===== config.mk =====
export PLATFORM = sky130hd
export DESIGN_NAME = ex_stage_pipe
export DESIGN_NICKNAME = d
export VERILOG_FILES = /design/src/rtl/ex_pkg.sv /design/src/rtl/ex_iter_mul.sv /design/src/rtl/ex_stage_pipe.sv
export SDC_FILE = /design/constraint.sdc
export NUM_CORES = 1
export LEC_CHECK = 0
export CAP_MARGIN = 40
export CORE_MARGIN = 4
export CORE_UTILIZATION = 38
export CTS_CLUSTER_DIAMETER = 50
export DETAILED_ROUTE_END_ITERATION = 7
export PLACE_DENSITY = 0.71
export SETUP_SLACK_MARGIN = 0.2
export SYNTH_ARGS = -nofsm -noshare
export SYNTH_HDL_FRONTEND = slang
export SYNTH_SLANG_ARGS = --single-unit

===== constraint.sdc =====
create_clock -name clk -period 6.1 [get_ports clk]
set_input_delay 1.22 -clock clk [delete_from_list [all_inputs] [get_ports clk]]
set_output_delay 1.22 -clock clk [all_outputs]
set_load 0.01 [all_outputs]

===== src/rtl/ex_pkg.sv =====
// Shared definitions for the execute stage: opcodes, FSM states, flag bit positions
// and the rule deciding which flags an instruction may update.
package ex_pkg;

    localparam logic [4:0] OP_ADD   = 5'd0;
    localparam logic [4:0] OP_SUB   = 5'd1;
    localparam logic [4:0] OP_AND   = 5'd2;
    localparam logic [4:0] OP_OR    = 5'd3;
    localparam logic [4:0] OP_XOR   = 5'd4;
    localparam logic [4:0] OP_SLL   = 5'd5;
    localparam logic [4:0] OP_SRL   = 5'd6;
    localparam logic [4:0] OP_SRA   = 5'd7;
    localparam logic [4:0] OP_PASSB = 5'd8;
    localparam logic [4:0] OP_MUL   = 5'd9;

    typedef enum logic {
        IDLE = 1'b0,
        BUSY = 1'b1
    } ex_state_t;

    // Flag vector layout is {Z,V,N}
    localparam int FLAG_Z = 2;
    localparam int FLAG_V = 1;
    localparam int FLAG_N = 0;

    function automatic logic [2:0] flag_mask(input logic is_arith, input logic is_mem);
        logic [2:0] m;
        m = '0;
        if (!is_mem) begin
            m[FLAG_Z] = 1'b1;
            m[FLAG_V] = is_arith;
            m[FLAG_N] = is_arith;
        end
        return m;
    endfunction

endpackage


===== src/rtl/ex_iter_mul.sv =====
// Iterative multiplier retiring MUL_BITS multiplier bits per cycle; the low DATA_W
// product bits are valid on o_prod while o_last is high during a step.
module ex_iter_mul
    import ex_pkg::*;
#(
    parameter int DATA_W   = 16,
    parameter int MUL_BITS = 4
) (
    input  logic              clk,
    input  logic              rst_n,
    input  logic              i_start,
    input  logic              i_step,
    input  logic              i_clr,
    input  logic [DATA_W-1:0] i_a,
    input  logic [DATA_W-1:0] i_b,
    output logic              o_last,
    output logic [DATA_W-1:0] o_prod
);

    localparam int MUL_LAT = DATA_W / MUL_BITS;
    localparam int CNT_W   = $clog2(MUL_LAT + 1);

    logic [DATA_W-1:0] r_a;
    logic [DATA_W-1:0] r_b;
    logic [DATA_W-1:0] r_acc;
    logic [CNT_W-1:0]  r_cnt;
    logic [DATA_W-1:0] w_part;

    // r_a is pre-shifted each step so the partial product is already aligned
    assign w_part = r_a * DATA_W'(r_b[MUL_BITS-1:0]);
    assign o_prod = r_acc + w_part;
    assign o_last = (r_cnt == CNT_W'(MUL_LAT - 1));

    always_ff @(posedge clk or negedge rst_n) begin
        if (!rst_n) begin
            r_a   <= '0;
            r_b   <= '0;
            r_acc <= '0;
            r_cnt <= '0;
        end else if (i_clr) begin
            r_acc <= '0;
            r_cnt <= '0;
        end else if (i_start) begin
            r_a   <= i_a;
            r_b   <= i_b;
            r_acc <= '0;
            r_cnt <= '0;
        end else if (i_step) begin
            r_a   <= r_a << MUL_BITS;
            r_b   <= r_b >> MUL_BITS;
            r_acc <= o_prod;
            r_cnt <= r_cnt + 1'b1;
        end
    end

endmodule


===== src/rtl/ex_stage_pipe.sv =====
// Execute stage: MEM/WB forwarding, load-use stall, ALU + flags, 1-cycle registered EX/MEM outputs.
// Define EX_MUL_EN to add the iterative multiplier (stalls ID/EX until the product registers).
module ex_stage_pipe
    import ex_pkg::*;
#(
    parameter int DATA_W   = 16,
    parameter int REG_AW   = 4,
    parameter int OP_W     = 5,
    parameter int MUL_BITS = 4
) (
    input  logic              clk,
    input  logic              rst_n,
    input  logic              ex_valid_in,
    input  logic              ex_flush_in,
    input  logic              mem_stall_in,
    input  logic [OP_W-1:0]   ex_aluop,
    input  logic              ex_alusrc,
    input  logic [DATA_W-1:0] ex_reg_1,
    input  logic [DATA_W-1:0] ex_reg_2,
    input  logic [DATA_W-1:0] ex_imm,
    input  logic [REG_AW-1:0] ex_regrdaddr1_in,
    input  logic [REG_AW-1:0] ex_regrdaddr2_in,
    input  logic [REG_AW-1:0] ex_regwraddr_in,
    input  logic              ex_regwrite_in,
    input  logic              ex_memtoreg_in,
    input  logic              ex_bustoreg_in,
    input  logic              ex_memread_in,
    input  logic              ex_memwrite_in,
    input  logic              mem_regwrite_in,
    input  logic              mem_memread_in,
    input  logic [REG_AW-1:0] mem_regwraddr_in,
    input  logic [DATA_W-1:0] mem_regwrdata_in,
    input  logic              wb_regwrite_in,
    input  logic [REG_AW-1:0] wb_regwraddr_in,
    input  logic [DATA_W-1:0] wb_regwrdata_in,
    output logic              ex_stall_out,
    output logic              ex_valid_out,
    output logic [2:0]        ex_flag_out,
    output logic              ex_regwrite_out,
    output logic              ex_memtoreg_out,
    output logic              ex_bustoreg_out,
    output logic              ex_memread_out,
    output logic              ex_memwrite_out,
    output logic [DATA_W-1:0] ex_alu_out,
    output logic [DATA_W-1:0] ex_alu_src2_out,
    output logic [REG_AW-1:0] ex_regwraddr_out
);

    localparam int MSB  = DATA_W - 1;
    localparam int SH_W = $clog2(DATA_W);

    localparam logic [OP_W-1:0] L_ADD   = OP_W'(OP_ADD);
    localparam logic [OP_W-1:0] L_SUB   = OP_W'(OP_SUB);
    localparam logic [OP_W-1:0] L_AND   = OP_W'(OP_AND);
    localparam logic [OP_W-1:0] L_OR    = OP_W'(OP_OR);
    localparam logic [OP_W-1:0] L_XOR   = OP_W'(OP_XOR);
    localparam logic [OP_W-1:0] L_SLL   = OP_W'(OP_SLL);
    localparam logic [OP_W-1:0] L_SRL   = OP_W'(OP_SRL);
    localparam logic [OP_W-1:0] L_SRA   = OP_W'(OP_SRA);
    localparam logic [OP_W-1:0] L_PASSB = OP_W'(OP_PASSB);

    logic              w_mem_hit_a, w_mem_hit_b, w_wb_hit_a, w_wb_hit_b;
    logic [DATA_W-1:0] w_fwd_a, w_fwd_b, w_opb;
    logic              w_load_use;
    logic [DATA_W-1:0] w_alu_res, w_res;
    logic              w_ovf;
    logic [2:0]        w_flag_calc, w_flag_mask, w_flag_nxt;
    logic              w_take;
    logic              w_is_mul, w_mul_busy, w_mul_done, w_mul_stall;
    logic [DATA_W-1:0] w_mul_prod;

    logic              r_valid, r_regwrite, r_memtoreg, r_bustoreg, r_memread, r_memwrite;
    logic [DATA_W-1:0] r_alu, r_src2;
    logic [REG_AW-1:0] r_wraddr;
    logic [2:0]        r_flag;

    // MEM is the younger producer, so it wins over WB for the same address
    assign w_mem_hit_a = mem_regwrite_in && (mem_regwraddr_in == ex_regrdaddr1_in);
    assign w_mem_hit_b = mem_regwrite_in && (mem_regwraddr_in == ex_regrdaddr2_in);
    assign w_wb_hit_a  = wb_regwrite_in  && (wb_regwraddr_in  == ex_regrdaddr1_in);
    assign w_wb_hit_b  = wb_regwrite_in  && (wb_regwraddr_in  == ex_regrdaddr2_in);

    assign w_fwd_a = w_mem_hit_a ? mem_regwrdata_in : (w_wb_hit_a ? wb_regwrdata_in : ex_reg_1);
    assign w_fwd_b = w_mem_hit_b ? mem_regwrdata_in : (w_wb_hit_b ? wb_regwrdata_in : ex_reg_2);
    assign w_opb   = ex_alusrc ? ex_imm : w_fwd_b;

    assign w_load_use = ex_valid_in && mem_memread_in && (w_mem_hit_a || w_mem_hit_b);

    always_comb begin
        w_alu_res = '0;
        w_ovf     = 1'b0;
        case (ex_aluop)
            L_ADD: begin
                w_alu_res = w_fwd_a + w_opb;
                w_ovf     = (w_fwd_a[MSB] == w_opb[MSB]) && (w_alu_res[MSB] != w_fwd_a[MSB]);
            end
            L_SUB: begin
                w_alu_res = w_fwd_a - w_opb;
                w_ovf     = (w_fwd_a[MSB] != w_opb[MSB]) && (w_alu_res[MSB] != w_fwd_a[MSB]);
            end
            L_AND:   w_alu_res = w_fwd_a & w_opb;
            L_OR:    w_alu_res = w_fwd_a | w_opb;
            L_XOR:   w_alu_res = w_fwd_a ^ w_opb;
            L_SLL:   w_alu_res = w_fwd_a << w_opb[SH_W-1:0];
            L_SRL:   w_alu_res = w_fwd_a >> w_opb[SH_W-1:0];
            L_SRA:   w_alu_res = DATA_W'($signed(w_fwd_a) >>> w_opb[SH_W-1:0]);
            L_PASSB: w_alu_res = w_opb;
            default: w_alu_res = '0;
        endcase
    end

    assign w_res       = w_mul_done ? w_mul_prod : w_alu_res;
    assign w_flag_mask = flag_mask((ex_aluop == L_ADD) || (ex_aluop == L_SUB),
                                   ex_memread_in || ex_memwrite_in);

    always_comb begin
        w_flag_calc         = '0;
        w_flag_calc[FLAG_Z] = (w_res == '0);
        w_flag_calc[FLAG_V] = w_ovf;
        w_flag_calc[FLAG_N] = w_res[MSB];
    end

    assign w_flag_nxt = (r_flag & ~w_flag_mask) | (w_flag_calc & w_flag_mask);

`ifdef EX_MUL_EN
    localparam logic [OP_W-1:0] L_MUL = OP_W'(OP_MUL);

    ex_state_t r_state, w_state_nxt;
    logic      w_mul_last, w_mul_accept;

    assign w_is_mul     = (ex_aluop == L_MUL);
    assign w_mul_busy   = (r_state == BUSY);
    assign w_mul_accept = ex_valid_in && w_is_mul && !w_load_use && !w_mul_busy && !ex_flush_in;
    assign w_mul_done   = w_mul_busy && w_mul_last;
    assign w_mul_stall  = w_mul_accept || (w_mul_busy && !w_mul_last);

    always_ff @(posedge clk or negedge rst_n) begin
        if (!rst_n) r_state <= IDLE;
        else        r_state <= w_state_nxt;
    end

    always_comb begin
        w_state_nxt = r_state;
        if (ex_flush_in) begin
            w_state_nxt = IDLE;
        end else if (!mem_stall_in) begin
            case (r_state)
                IDLE:    if (w_mul_accept) w_state_nxt = BUSY;
                BUSY:    if (w_mul_last)   w_state_nxt = IDLE;
                default: w_state_nxt = IDLE;
            endcase
        end
    end

    ex_iter_mul #(
        .DATA_W   (DATA_W),
        .MUL_BITS (MUL_BITS)
    ) u_mul (
        .clk     (clk),
        .rst_n   (rst_n),
        .i_start (w_mul_accept && !mem_stall_in),
        .i_step  (w_mul_busy && !mem_stall_in && !ex_flush_in),
        .i_clr   (ex_flush_in),
        .i_a     (w_fwd_a),
        .i_b     (w_opb),
        .o_last  (w_mul_last),
        .o_prod  (w_mul_prod)
    );
`else
    assign w_is_mul    = 1'b0;
    assign w_mul_busy  = 1'b0;
    assign w_mul_done  = 1'b0;
    assign w_mul_stall = 1'b0;
    assign w_mul_prod  = '0;
`endif

    assign ex_stall_out = rst_n && !ex_flush_in && (mem_stall_in || w_load_use || w_mul_stall);

    // While a multiply is in flight ID/EX is frozen, so its controls are still on the inputs at done
    assign w_take = w_mul_done || (ex_valid_in && !w_load_use && !w_mul_busy && !w_is_mul);

    always_ff @(posedge clk or negedge rst_n) begin
        if (!rst_n) begin
            r_valid    <= 1'b0;
            r_regwrite <= 1'b0;
            r_memtoreg <= 1'b0;
            r_bustoreg <= 1'b0;
            r_memread  <= 1'b0;
            r_memwrite <= 1'b0;
            r_alu      <= '0;
            r_src2     <= '0;
            r_wraddr   <= '0;
            r_flag     <= '0;
        end else if (ex_flush_in) begin
            r_valid    <= 1'b0;
            r_regwrite <= 1'b0;
            r_memtoreg <= 1'b0;
            r_bustoreg <= 1'b0;
            r_memread  <= 1'b0;
            r_memwrite <= 1'b0;
        end else if (!mem_stall_in) begin
            r_valid    <= w_take;
            r_regwrite <= w_take && ex_regwrite_in;
            r_memtoreg <= w_take && ex_memtoreg_in;
            r_bustoreg <= w_take && ex_bustoreg_in;
            r_memread  <= w_take && ex_memread_in;
            r_memwrite <= w_take && ex_memwrite_in;
            if (w_take) begin
                r_alu    <= w_res;
                r_src2   <= w_fwd_b;
                r_wraddr <= ex_regwraddr_in;
                r_flag   <= w_flag_nxt;
            end
        end
    end

    assign ex_valid_out     = r_valid;
    assign ex_regwrite_out  = r_regwrite;
    assign ex_memtoreg_out  = r_memtoreg;
    assign ex_bustoreg_out  = r_bustoreg;
    assign ex_memread_out   = r_memread;
    assign ex_memwrite_out  = r_memwrite;
    assign ex_alu_out       = r_alu;
    assign ex_alu_src2_out  = r_src2;
    assign ex_regwraddr_out = r_wraddr;
    assign ex_flag_out      = r_flag;

endmodule


=== Word-level counts from Yosys, hierarchy flattened ===
Index checks and enable logic that the tools add are counted.

* Register bits after elaboration: 45
* Bits of input ports: 119
* Output and inout port bits: 46

* Add/subtract/negate cells: 2
* Equal/unequal tests: 17
* Shifts and indexed selects: 3
* Multiplexer cells: 20
* Bitwise gates (word level): 9
* Reductions and logical operators: 25

{| class="wikitable"
|+ Operator list
! operator !! number
|-
| one-hot mux 16 bit (9 select lines) || 1
|-
| two-way mux 16 bit || 5
|-
| == test 5 x 3 -> 1 bit (second input constant) || 4
|-
| adder 16 bit || 1
|-
| AND 16 bit || 1
|-
| == test 4 bit || 4
|-
| logical AND 1 bit || 16
|-
| logical NOT 16 bit || 1
|-
| OR 16 bit || 1
|-
| << shifter 16 x 4 -> 16 bit || 1
|-
| >> shifter 16 x 4 -> 16 bit || 1
|-
| >>> shifter 16 x 4 -> 16 bit || 1
|-
| subtractor 16 bit || 1
|-
| bitwise XOR 16 bit || 1
|-
| two-way mux 1 bit || 12
|-
| == test 5 x 2 -> 1 bit (second input constant) || 2
|-
| AND 3 bit || 2
|-
| == test 5 x 1 -> 1 bit (second input constant) || 1
|-
| == test 5 x 4 -> 1 bit (second input constant) || 1
|-
| logical NOT 5 bit || 1
|-
| logical OR 1 bit || 4
|-
| two-way mux 3 bit || 1
|-
| != test 1 bit || 3
|-
| inverter 3 bit || 1
|-
| 7 further kinds || 9
|}

=== Longest topological paths before layout ===
* Depth in word-level cells: 11
* Mapped depth: 23
* Gate-level depth less buffers: 20

=== Worst setup path after synthesis ===
Ideal clock, no wire load.

* Kind: input -> register
* Start point: in ex_regrdaddr2_in[0]
* End point: reg (tool-made name)
* Setup time: 0.095 ns
* Data arrival time: 6.695 ns
* Required time: 6.005 ns
* Slack: -0.691 ns
* Cell stages on the path: 21
* Buffers on the path: 3
* Cells stage by stage: xnor2_1 -> nand2_1 -> o21ai_1 -> a311oi_4 -> nor2_2 -> clkbuf_1 -> clkbuf_1 -> buf_1 -> ha_1 -> nor2b_1 -> o21ai_0 -> a21oi_1 -> o41ai_1 -> nor2_1 -> o21a_1 -> o41ai_1 -> o2111ai_1 -> a211o_1 -> or4b_1 -> or4_1 -> o31ai_1

{| class="wikitable"
|+ RTL lines
! what !! line !! source
|-
| from (decl) || ex_stage_pipe.sv:22 || <nowiki>input logic [REG_AW-1:0] ex_regrdaddr2_in,</nowiki>
|}

==> flow_metrics.py <==
metrics = {
    "sta": {
        "worst_pin_slew_ps": 884,
        "hold_viol_final": 0,
        "rsz0062_at_grt": "false",
        "finalCritPeriodShare_pct": 94.5,
        "setup_tns_ps": 0,
        "finalMaxSlewViolations": 0,
        "fin_ws_ps": 335,
        "relSlewSlack_pct": 40.8,
        "fin_crit_ps": 5760,
        "finalClockSkew_ps": 0,
        "max_clock_freq_ghz": 0.173,
        "setup_viol": 0,
    },
    "grt": {
        "grt_overflow": 0,
        "track_usage_pct": 33.6,
        "antenna_found_initial": 0,
        "grt_pass1_wl_mm": 54.6,
        "first_global_vias": 9469,
        "grt_max_degree": 53,
    },
    "placement": {
        "hpwl_mm": 29.6,
        "place_area_um2": 10300,
        "gp_congestion": 1.01,
        "place_ws_ps": -360,
        "port_buffers": 164,
    },
    "synthesis": {
        "syn_area_um2": 7110,
        "ys_ff_latch": 45,
        "synth_edf_count": 0,
        "avgSynthCellArea_um2": 7.06,
        "synthFlopType": "dfrtp_1",
        "ys_seq_area_share_pct": 15.8,
        "yosysTopAreaCell": "dfrtp_1",
        "synthCells": 1007,
        "synth_fp_nets": 1176,
        "synth_area_leaders": "dfrtp_1 (16%), ha_1 (8.4%), nand2_1 (7.3%)",
        "ys_types": 75,
        "yosysTopAreaCellShare_pct": 15.8,
        "ys_async_sr_fraction_pct": 100,
        "yosys_warnings": 0,
    },
    "final_layout": {
        "nets": 1473,
        "final_cell_area_um2": 10700,
        "layout_commonest_cell": "buf_4",
        "final_layout_size_suffix_gt1_share_pct": 22.0,
        "most-common-layout-cells": "buf_4 (192), clkdlybuf4s50_1 (147), nand2_1 (139)",
        "area_growth_syn_to_layout_pct": 51.2,
        "n_antenna_cell": 0,
    },
    "floorplan": {
        "core_area_um2": 18200,
        "io_pins": 165,
        "die_w_um": 145,
        "fp.dieH_um": 145,
        "start_util_pct": 39.0,
        "rows": 49,
        "die_area_um2": 21000,
    },
    "route": {
        "dr_total_vias": 9780,
        "drtPass1Iterations": 5,
        "antenna_left": 0,
        "wl_mm": 36.2,
        "route.detailed.wl_per_inst_um": 23.6,
        "routed_via_density": 6.38,
        "drc": 0,
        "drt-initial-drc-count": 1258,
    },
    "worst_setup_path": {
        "cp_max_fo": 7,
        "crit_required_ps": 6300,
        "critPathKind": "primary input to flop",
        "critPathArrivalTime_ps": 5970,
        "end_kind": "flop",
        "critPathTopFamily": "compound AO/OA/AOI/OAI gates",
        "crit_chain": "clkdlybuf4s50_1 > nand2_1 > or2_4 > buf_12 > a311oi_4 > nor2_4 > ha_4 > nor2b_1 > o21ai_2 > a21oi_2 > o41ai_2 > nor2_1 > o21a_1 > o41ai_2 > o2111ai_1 > a211o_1 > or4b_1 > or4_1 > o31ai_2",
        "crit_top_cell": "o41ai_2",
        "r2r_setup_slack_ps": 5340,
        "crit_buf_inv": 2,
        "critPathMaxStageDelay_ps": 510,
        "critPathLaunchType": "primary input",
        "critPathSlowestCell": "or4b_1",
    },
    "power": {
        "power.density_nw_per_um2": 171,
        "leakagePower_nw": 4.59,
        "irDropWorstVdd_mv": 0.159,
    },
    "cts": {
        "clock_sinks": 45,
        "clock_latency_ps": 290,
        "cts.htree.levels": 2,
        "cts_tree": "built",
        "path_clk_slew_ps": 70,
        "numCtsBuffers": 5,
        "cts_hold_buf": 0,
        "cts_buffer_depth": 2,
        "cts_root_buf": "clkbuf_16",
    },
    "worst_hold_path": {
        "hold_class": "flop to flop",
    },
    "job": {
        "max_cap_violations": 0,
    },
    "outcome": {
        "status": "finished, final reports clean",
    },
}
sequential cells by signal, indices dropped and copies added, names as in the netlist, named ones only:
name              count
ex_alu_out           16
ex_alu_src2_out      16
ex_regwraddr_out      4
ex_bustoreg_out       1
ex_memread_out        1
ex_memtoreg_out       1
ex_memwrite_out       1
ex_regwrite_out       1
ex_valid_out          1
Yosys cell counts (21+ instances only):
master      n
nand2_1   139
o21ai_0    87
nor2_1     56
nand3_1    54
a21oi_1    52
ha_1       48
clkbuf_1   47
dfrtp_1    45
inv_1      42
nor3_1     35
a31oi_1    33
nand4_1    26
mux2i_1    23
o31ai_1    21
metrics by stage:
stage          hold WS, ps  power (mW)  cells  utilization (%)
6_report               462        1.84   1534             59.0
4_1_cts                469        1.80   1530             57.8
3_3_place_gp           452        1.50   1522             56.7
5_1_grt                491        1.95   1534             59.0
2_1_floorplan          507       0.927   1007                -
3_5_place_dp           454        1.51   1522             56.7
final cells by class:
class	count	area [um2]
Tap cell	229	287
Multi-Input combinational cell	848	5860
Inverter	45	169
Clock buffer	5	125
Fill cell	1708	7460
Sequential cell	45	1130
Timing Repair Buffer	359	3160
Clock inverter	3	21.3
worst paths after layout:
check | cells past startpoint | end | startpoint
setup reg to reg | 1 | flop | flop
hold reg to reg | 2 | ex_alu_src2_out[3] | ex_alu_src2_out[3]
hold / removal | 2 | ex_alu_src2_out[3] | ex_alu_src2_out[3]
setup / recovery | 19 | flop | mem_regwrite_in
min in group asynchronous | 2 | ex_alu_src2_out[11] | rst_n
max in group asynchronous | 2 | ex_alu_src2_out[3] | rst_n
logic make-up (layout without fill, tap and decap cells):
| logic type | Yosys count | after routing | share of synthesized area, % |
|---|---|---|---|
| buffers and inverters | 114 | 412 | 6.37 |
| AOI/OAI and AO/OA | 369 | 369 | 36.2 |
| and+or+nand+nor | 376 | 376 | 25.0 |
| xor gates and xnor gates | 19 | 19 | 2.34 |
| muxes | 34 | 34 | 5.30 |
| DFF | 45 | 45 | 15.8 |
| adders and majority gates | 50 | 50 | 9.01 |
timing repair:
item	CTS	global route
setup buffers	0	4
resized for setup	20	48
setup endpoints to repair	2	6
pin swaps	3	20
metal layers:
layer  vias up  GRT usage [%]  routed length, um
met5         -              0                  0
met4         0           12.3               1790
met3       116           7.07               3520
met2       586           54.8              16700
met1      4651           43.8              14200
li1       4427              -                  -
tightest hold or removal path, stage by stage, from the launching register on:
cell and delay [ps]:
dfrtp_1 340, nand2_1 50, nand2_1 50
power breakdown:
| part | total [mW] | switching (mW) | internal [mW] |
|---|---|---|---|
| Combinational | 1.19 | 0.638 | 0.550 |
| Sequential | 0.376 | 0.0281 | 0.348 |
| Clock | 0.278 | 0.125 | 0.153 |
No activity file was read; power rests on OpenSTA's default activity.
